## config.mk

```make
export PLATFORM = sky130hd
export DESIGN_NAME = st_frame_capture
export DESIGN_NICKNAME = d
export VERILOG_FILES = /design/src/rtl/video_stream_pkg.sv /design/src/rtl/rgb30_to_rgb12.sv /design/src/rtl/st_frame_capture.sv
export SDC_FILE = /design/constraint.sdc
export NUM_CORES = 1
export LEC_CHECK = 0
export CAP_MARGIN = 40
export CORE_AREA = 2 2 78 80
export CTS_BUF_LIST = sky130_fd_sc_hd__clkbuf_4 sky130_fd_sc_hd__clkbuf_8 sky130_fd_sc_hd__clkbuf_16
export CTS_CLUSTER_SIZE = 24
export DETAILED_ROUTE_END_ITERATION = 16
export DIE_AREA = 0 0 80 82
export GPL_ROUTABILITY_DRIVEN = 0
export HOLD_SLACK_MARGIN = 0.02
export PLACE_DENSITY = 0.8
export SLEW_MARGIN = 10
export SYNTH_ARGS = -nofsm -noshare
export SYNTH_HDL_FRONTEND = slang
export SYNTH_SLANG_ARGS = --single-unit
export TNS_END_PERCENT = 50
```

## constraint.sdc

```tcl
create_clock -name clk -period 5 [get_ports clk]
set_input_delay 0.75 -clock clk [delete_from_list [all_inputs] [get_ports clk]]
set_output_delay 0.75 -clock clk [all_outputs]
set_load 0.005 [all_outputs]
```

## src/rtl/video_stream_pkg.sv

```systemverilog
// Shared types and field positions for the 30-bit RGB video stream path.
package video_stream_pkg;

  typedef enum logic [1:0] {
    IDLE    = 2'd0,
    CAPTURE = 2'd1,
    DRAIN   = 2'd2
  } state_e;

  // Top bit of each 10-bit channel inside a 30-bit pixel {R, G, B}
  localparam int R_HI = 29;
  localparam int G_HI = 19;
  localparam int B_HI = 9;

  typedef logic [29:0] pix30_t;
  typedef logic [11:0] pix12_t;

endpackage

```

## src/rtl/rgb30_to_rgb12.sv

```systemverilog
// Combinational packer: keeps the upper 4 bits of each 10-bit channel (truncation, no rounding).
module rgb30_to_rgb12
  import video_stream_pkg::*;
(
  input  pix30_t pix_i,
  output pix12_t pix_o
);

  // Low channel bits are intentionally dropped by the 4-bit truncation.
  logic unused_low_bits;
  assign unused_low_bits = ^{pix_i[R_HI-4:G_HI+1], pix_i[G_HI-4:B_HI+1], pix_i[B_HI-4:0]};

  assign pix_o = {pix_i[R_HI -: 4], pix_i[G_HI -: 4], pix_i[B_HI -: 4]};

endmodule

```

## src/rtl/st_frame_capture.sv

```systemverilog
// Avalon-ST video sink: writes each frame into a 12-bit frame-buffer RAM and
// checks packet length, flagging short, long and completed frames.
module st_frame_capture
  import video_stream_pkg::*;
#(
  parameter int WIDTH  = 320,
  parameter int HEIGHT = 240,
  parameter int ADDR_W = 17
) (
  input  logic              clk,
  input  logic              reset,
  input  logic              enable,
  input  logic [29:0]       sink_data,
  input  logic              sink_startofpacket,
  input  logic              sink_endofpacket,
  input  logic              sink_valid,
  output logic              sink_ready,
  output logic              wren,
  output logic [ADDR_W-1:0] wraddress,
  output logic [11:0]       wrdata,
  output logic              frame_done,
  output logic              err_short,
  output logic              err_long,
  output logic [7:0]        frame_count,
  output logic              busy
);

  localparam int              N        = WIDTH * HEIGHT;
  localparam logic [ADDR_W:0] LAST_IDX = (ADDR_W+1)'(N - 1);

  state_e            state_q, state_d;
  logic [ADDR_W:0]   count_q, count_d;
  logic              sink_ready_q;
  logic              wren_q, wren_d;
  logic [ADDR_W-1:0] wraddress_q, wraddress_d;
  logic [11:0]       wrdata_q, wrdata_d;
  logic              frame_done_q, frame_done_d;
  logic              err_short_q, err_short_d;
  logic              err_long_q, err_long_d;
  logic [7:0]        frame_count_q, frame_count_d;

  logic              accept;
  logic              take;
  logic              restart;
  logic [ADDR_W:0]   idx;
  pix12_t            pix12;

  rgb30_to_rgb12 u_pack (
    .pix_i (sink_data),
    .pix_o (pix12)
  );

  assign accept = sink_valid & sink_ready_q;

  // Next-state logic: decide whether the accepted beat is written, where, and what it signals.
  always_comb begin
    state_d       = state_q;
    count_d       = count_q;
    wren_d        = 1'b0;
    wraddress_d   = wraddress_q;
    wrdata_d      = wrdata_q;
    frame_done_d  = 1'b0;
    err_short_d   = 1'b0;
    err_long_d    = 1'b0;
    frame_count_d = frame_count_q;
    take          = 1'b0;
    restart       = 1'b0;
    idx           = count_q;

    unique case (state_q)
      IDLE: begin
        if (accept && sink_startofpacket && enable) begin
          take = 1'b1;
          idx  = '0;
        end
      end
      CAPTURE: begin
        if (accept) begin
          take = 1'b1;
          if (sink_startofpacket) begin
            // A new SOP abandons the current frame and starts over at address 0.
            restart     = 1'b1;
            idx         = '0;
            err_short_d = 1'b1;
          end
        end
      end
      DRAIN: begin
        if (accept) begin
          if (sink_startofpacket) begin
            take = 1'b1;
            idx  = '0;
          end else if (sink_endofpacket) begin
            state_d = IDLE;
          end
        end
      end
      default: state_d = IDLE;
    endcase

    if (take) begin
      wren_d      = 1'b1;
      wraddress_d = idx[ADDR_W-1:0];
      wrdata_d    = pix12;
      count_d     = idx + 1'b1;
      if (idx == LAST_IDX) begin
        if (sink_endofpacket && !restart) begin
          frame_done_d  = 1'b1;
          frame_count_d = frame_count_q + 8'd1;
          state_d       = IDLE;
        end else begin
          // Last address already used and no EOP: stop writing until the packet ends.
          err_long_d = 1'b1;
          state_d    = DRAIN;
        end
      end else if (sink_endofpacket && !restart) begin
        err_short_d = 1'b1;
        state_d     = IDLE;
      end else begin
        state_d = CAPTURE;
      end
    end
  end

  // State, counter and registered write-port / status outputs.
  always_ff @(posedge clk) begin
    if (reset) begin
      state_q       <= IDLE;
      count_q       <= '0;
      sink_ready_q  <= 1'b0;
      wren_q        <= 1'b0;
      wraddress_q   <= '0;
      wrdata_q      <= '0;
      frame_done_q  <= 1'b0;
      err_short_q   <= 1'b0;
      err_long_q    <= 1'b0;
      frame_count_q <= '0;
    end else begin
      state_q       <= state_d;
      count_q       <= count_d;
      sink_ready_q  <= 1'b1;
      wren_q        <= wren_d;
      wraddress_q   <= wraddress_d;
      wrdata_q      <= wrdata_d;
      frame_done_q  <= frame_done_d;
      err_short_q   <= err_short_d;
      err_long_q    <= err_long_d;
      frame_count_q <= frame_count_d;
    end
  end

  assign sink_ready  = sink_ready_q;
  assign wren        = wren_q;
  assign wraddress   = wraddress_q;
  assign wrdata      = wrdata_q;
  assign frame_done  = frame_done_q;
  assign err_short   = err_short_q;
  assign err_long    = err_long_q;
  assign frame_count = frame_count_q;
  assign busy        = (state_q != IDLE);

endmodule

```

# Word level (Yosys, flattened, before mapping)
# Cells that the tools add are included.
# op_classes
n_addsub,2
n_eq_ne,7
mux,25
bitwise,3
reduce_logical,11
# ops
operator,n
$mux 18,3
$pmux 18 s2,1
$add 18x1->18 const B,1
$eq 18x17->1 const B,1
$mux 1,13
$mux 2,6
$ne 3x3->1 const B,3
$add 8x1->8 const B,1
$pmux 2 s2,1
$reduce_and 4->1,1
$reduce_or 2->1,2
$logic_and 1x1->1,3
$pmux 1 s3,1
$reduce_and 3->1,1
$reduce_or 3->1,1
$eq 2x1->1 const B,1
$eq 2x2->1 const B,1
$logic_not 2->1,1
$ne 2x1->1 const B,1
$not 1->1,2
$reduce_bool 2->1,1
$and 1x1->1,1
$logic_not 1->1,1
# word_totals
reg_bits,62
output_inout_bits,43
word_cells,58

# Longest topological paths before layout
# depth
word_depth,8
depth_mapped,11

# Modules after synthesis
# From an unflattened synthesis, not the netlist that was laid out.
# unflattened
hier_cells,353
hier_area_um2,2855.2
# by_module_without_submodules
module,n_inst,cells_per_inst,area_each_um2,seq_area_each_um2
st_frame_capture,1,341,2765.2,1241.2
rgb30_to_rgb12,1,12,90.1,0.0

# Least setup slack after synthesis
# OpenSTA, ideal clock, no wires.
# synth_timing
path_kind,input port to flip-flop
startpoint,input enable
endpoint,register frame_count_q[5] (netlist: frame_count[5])
t_arrival_ps,2984
t_required_ps,4930
path_slack_ps,1946
cell_stages,9
path_buffers,1
path_cell_list,and2b_2 > a211o_1 > and2_1 > ha_1 > nand4_4 > or4_4 > buf_6 > or4_1 > a21oi_1
# synth_between
elab_chain_len,5
word_cells_on_any_way,7
classes_between,eq/ne: 1; mux: 4; reduce/logical: 2
# synth_rtl
element,line,text
from (decl),st_frame_capture.sv:12,"input logic enable,"
$logic_and 1x1->1,st_frame_capture.sv:72,if (accept && sink_startofpacket && enable) begin
$mux 18,st_frame_capture.sv:72,
$pmux 18 s2,st_frame_capture.sv:70,unique case (state_q)
via idx[1],st_frame_capture.sv:45,logic [ADDR_W:0] idx;
$eq 18x17->1,st_frame_capture.sv:106,if (idx == LAST_IDX) begin
$reduce_and 3->1 (no source line),-,
to (signal assigned),st_frame_capture.sv:148,frame_count_q <= frame_count_d;
to (decl),st_frame_capture.sv:40,"logic [7:0] frame_count_q, frame_count_d;"
# The timed path passes the listed nets, and every way through them passes these cells.
# A chain may end at the register's enable or synchronous reset.

# Worst setup path in the final report
# layout_timing
startpoint,input sink_startofpacket
endpoint,register frame_count_q[3] (netlist: frame_count[3])
# layout_between
elab_chain_len,6
word_cells_on_any_way,15
classes_between,eq/ne: 1; mux: 9; reduce/logical: 5
# layout_rtl
element,line,text
from (decl),st_frame_capture.sv:14,"input logic sink_startofpacket,"
$logic_and 1x1->1 (2 in series),st_frame_capture.sv:72,
$mux 18,st_frame_capture.sv:72,
$pmux 18 s2 *,st_frame_capture.sv:70,
via idx[1],st_frame_capture.sv:45,
$eq 18x17->1 *,st_frame_capture.sv:106,
$reduce_and 3->1 (no source line) *,-,
# Mark *: on every way through the listed nets, which the timed path passes. The rest lies on a longest branch.

==> reports/metrics.yaml <==
drv_cap: 0
ios: 79
yosys.area_share.adder_pct: 2.71
ys_warn_count: 0
ctsRootBufferMaster: "clkbuf_8"
cts_tree: "done"
die_area_mm2: 0.00656
p_per_area_mw_per_mm2: 283
area_growth_pct: 32.2
syn_nets: 383
synth_compound_area_share_pct: 16.2
slowest_delay_ns: 0.69
multiInputGateArea_mm2: 0.00142
finalWirelength_um: 6610
via_count: 2679
crit_top_cell: "or4_1"
ys_ff_latch: 62
final-hold-violation-count: 0
track_usage_pct: 21.7
hpwl_um: 4480
setup_violations: 0
post_dp_cell_area_mm2: 0.00343
drv_slew: 0
start_util_pct: 48.1
n_antenna_cell: 0
netlist_area_mm2: 0.00277
via_per_inst: 5.60
grt_overflow: 0
cts_buffers: 9
fin_crit_ns: 3.57
drt_iter0_drc: 140
cp.depth: 9
num_rows: 28
syn_inst: 341
route.detailed.drc: 0
die_y_um: 82
grt_max_degree: 42
yosysSeqAreaShare_pct: 44.9
synthArstFlopShare_pct: 0
die_x_um: 80
first_pass_iters: 4
final_cell_mix: "75 x nand2_1, 62 x dfxtp_1, 59 x clkdlybuf4s50_1"
synthMuxAreaShare_pct: 1.22
status: "completed"
synth_edf_count: 0
final_common_cell: "nand2_1"
grt_pass1_wl_um: 11300
hp-class: "reg -> reg"
final_layout_size_suffix_gt1_share_pct: 8.93
clock_path_buffers: 2
worst_slack_ns: 1.43
synthXorXnorAreaFrac_pct: 3.80
core_area_mm2: 0.00575
seqCellArea_mm2: 0.00124
synth_top_area_share_pct: 44.9
synth_top_cell_by_area: "dfxtp_1"
postCtsSetupBuffers: 0
min_path_cells: 2
post-place-ws_ns: 1.13
max_slew.worst_pin.slew_ns: 0.820
io_buffer_count: 60
n_fill_cell: 522
final_nets: 440
crit_family: "simple AND/OR/NAND/NOR gates"
yosys.cell_types.count: 36
path_clk_slew_ns: 0.07
rsz0062_at_grt: "false"
critical_path_class: "in -> reg"
crit_chain: "clkdlybuf4s50_1 > nand3_1 > a211o_1 > and2_1 > ha_1 > nand4_4 > or4_1 > or4_1 > a21oi_1"
setup_tns_ns: 0
critPathSlowestCell: "or4_1"
final_cell_area_mm2: 0.00366
post_cts_resized: 0
cp-start-kind: "input pin"
fmax_ghz: 0.280
ant_nets: 0
cp_max_fo: 8
synth_area_leaders: "dfxtp_1 45%, nand2_1 10%, a21oi_1 7.2%"
cts_sinks: 62
htree_levels: 3
power.total_w: 0.00104
synth_top_family_by_area: "simple AND/OR/NAND/NOR gates"
relSlewSlack_pct: 44.8
cts_hold_buffers: 0
vdd_ir_drop_max_v: 0.000216
critical_path_buf_inv_count: 1
endpoint_kind: "flop"
min_period_over_period_pct: 71.4
antenna_found_initial: 0
synth-simple-area-share_pct: 27.3
wire_per_inst_um: 13.8
postSynthAreaPerCell_um2: 8.11
leakagePower_nw: 1.22
critPathArrivalTime_ns: 3.83
skew_ns: 0.00872
clock_latency_ns: 0.34
grt_pass1_vias: 2497
worstPathRequired_ns: 5.27
ff2ff_path_depth: 10
synthFlopType: "dfxtp_1"
final_core_util_pct: 63.6
-- report_power, final --
group	switching [W]	total [W]	internal, W
sequential	0.00000232	0.000500	0.000497
combinational	0.0000315	0.0000574	0.0000259
clock	0.000194	0.000479	0.000285
total	0.000228	0.00104	0.000808
-- routing by layer --
layer / part of all wire [%] / GRT usage (%) / wire length, um / vias to the layer above
met2: 49 / 37.2 / 3270 / 81
met3: 4.9 / 4.07 / 323 / 10
met1: 44 / 27.3 / 2910 / 1278
met5: 0 / 0 / 0 / -
met4: 1.6 / 8.14 / 105 / 0
li1: - / - / - / 1310
-- through the flow --
step	hold slack, ns	cells
3_3_place_gp	0.440	459
4_1_cts	0.454	477
3_5_place_dp	0.446	461
6_report	0.452	478
2_1_floorplan	0.445	341
5_1_grt	0.471	478
-- sequential cells by signal, summed over array words and instances, names as in the netlist --
register and cells:
count_q 18, wren 1, wraddress 17, state_q 2
frame_count 8, sink_ready 1, wrdata 12, frame_done 1
err_long 1, err_short 1
-- cells by family (layout without fill, tap and decap cells) --
| logic type | after synthesis | in the layout |
|---|---|---|
| and+or+nand+nor | 154 | 154 |
| AOI/OAI and AO/OA | 77 | 77 |
| buffers and inverters | 27 | 89 |
| adders and majority gates | 6 | 6 |
| xor gates and xnor gates | 12 | 12 |
| DFF | 62 | 62 |
| muxes | 3 | 3 |
-- final timing paths --
path / from / end / slack, ns
hold reg to reg: wraddress[2] / wraddress[2] / 0.45
setup / recovery: sink_startofpacket / frame_count[3] / 1.43
setup reg to reg: state_q[0] / frame_count[3] / 1.65
hold / removal: wraddress[2] / wraddress[2] / 0.45
-- layout make-up --
cell class | instances | area share (%)
Inverter | 8 | 0.821
Multi-Input combinational cell | 252 | 38.9
Timing Repair Buffer | 65 | 17.8
Clock buffer | 10 | 3.59
Clock inverter | 6 | 2.36
Sequential cell | 62 | 33.9
Tap cell | 75 | 2.57
-- cells in the mapped netlist (3+ instances only) --
cell / instances
or4_1: 8
and2_1: 3
dfxtp_1: 62
mux2_2: 3
a21oi_1: 40
ha_1: 6
nand2_1: 75
nor4_1: 8
nor3_1: 5
o31ai_1: 6
nand4_1: 10
nand3_1: 9
clkbuf_1: 18
xnor2_1: 7
a211o_1: 3
xor2_1: 5
o21ai_0: 21
nor2_1: 23
inv_1: 8
-- worst min-delay path: cells and delay by family, from the launching register on --
kind	cells	cell delay, ns
DFF	1	0.31
AOI/OAI and AO/OA	1	0.05
and+or+nand+nor	1	0.05
Power figures use the tool's default switching activity.
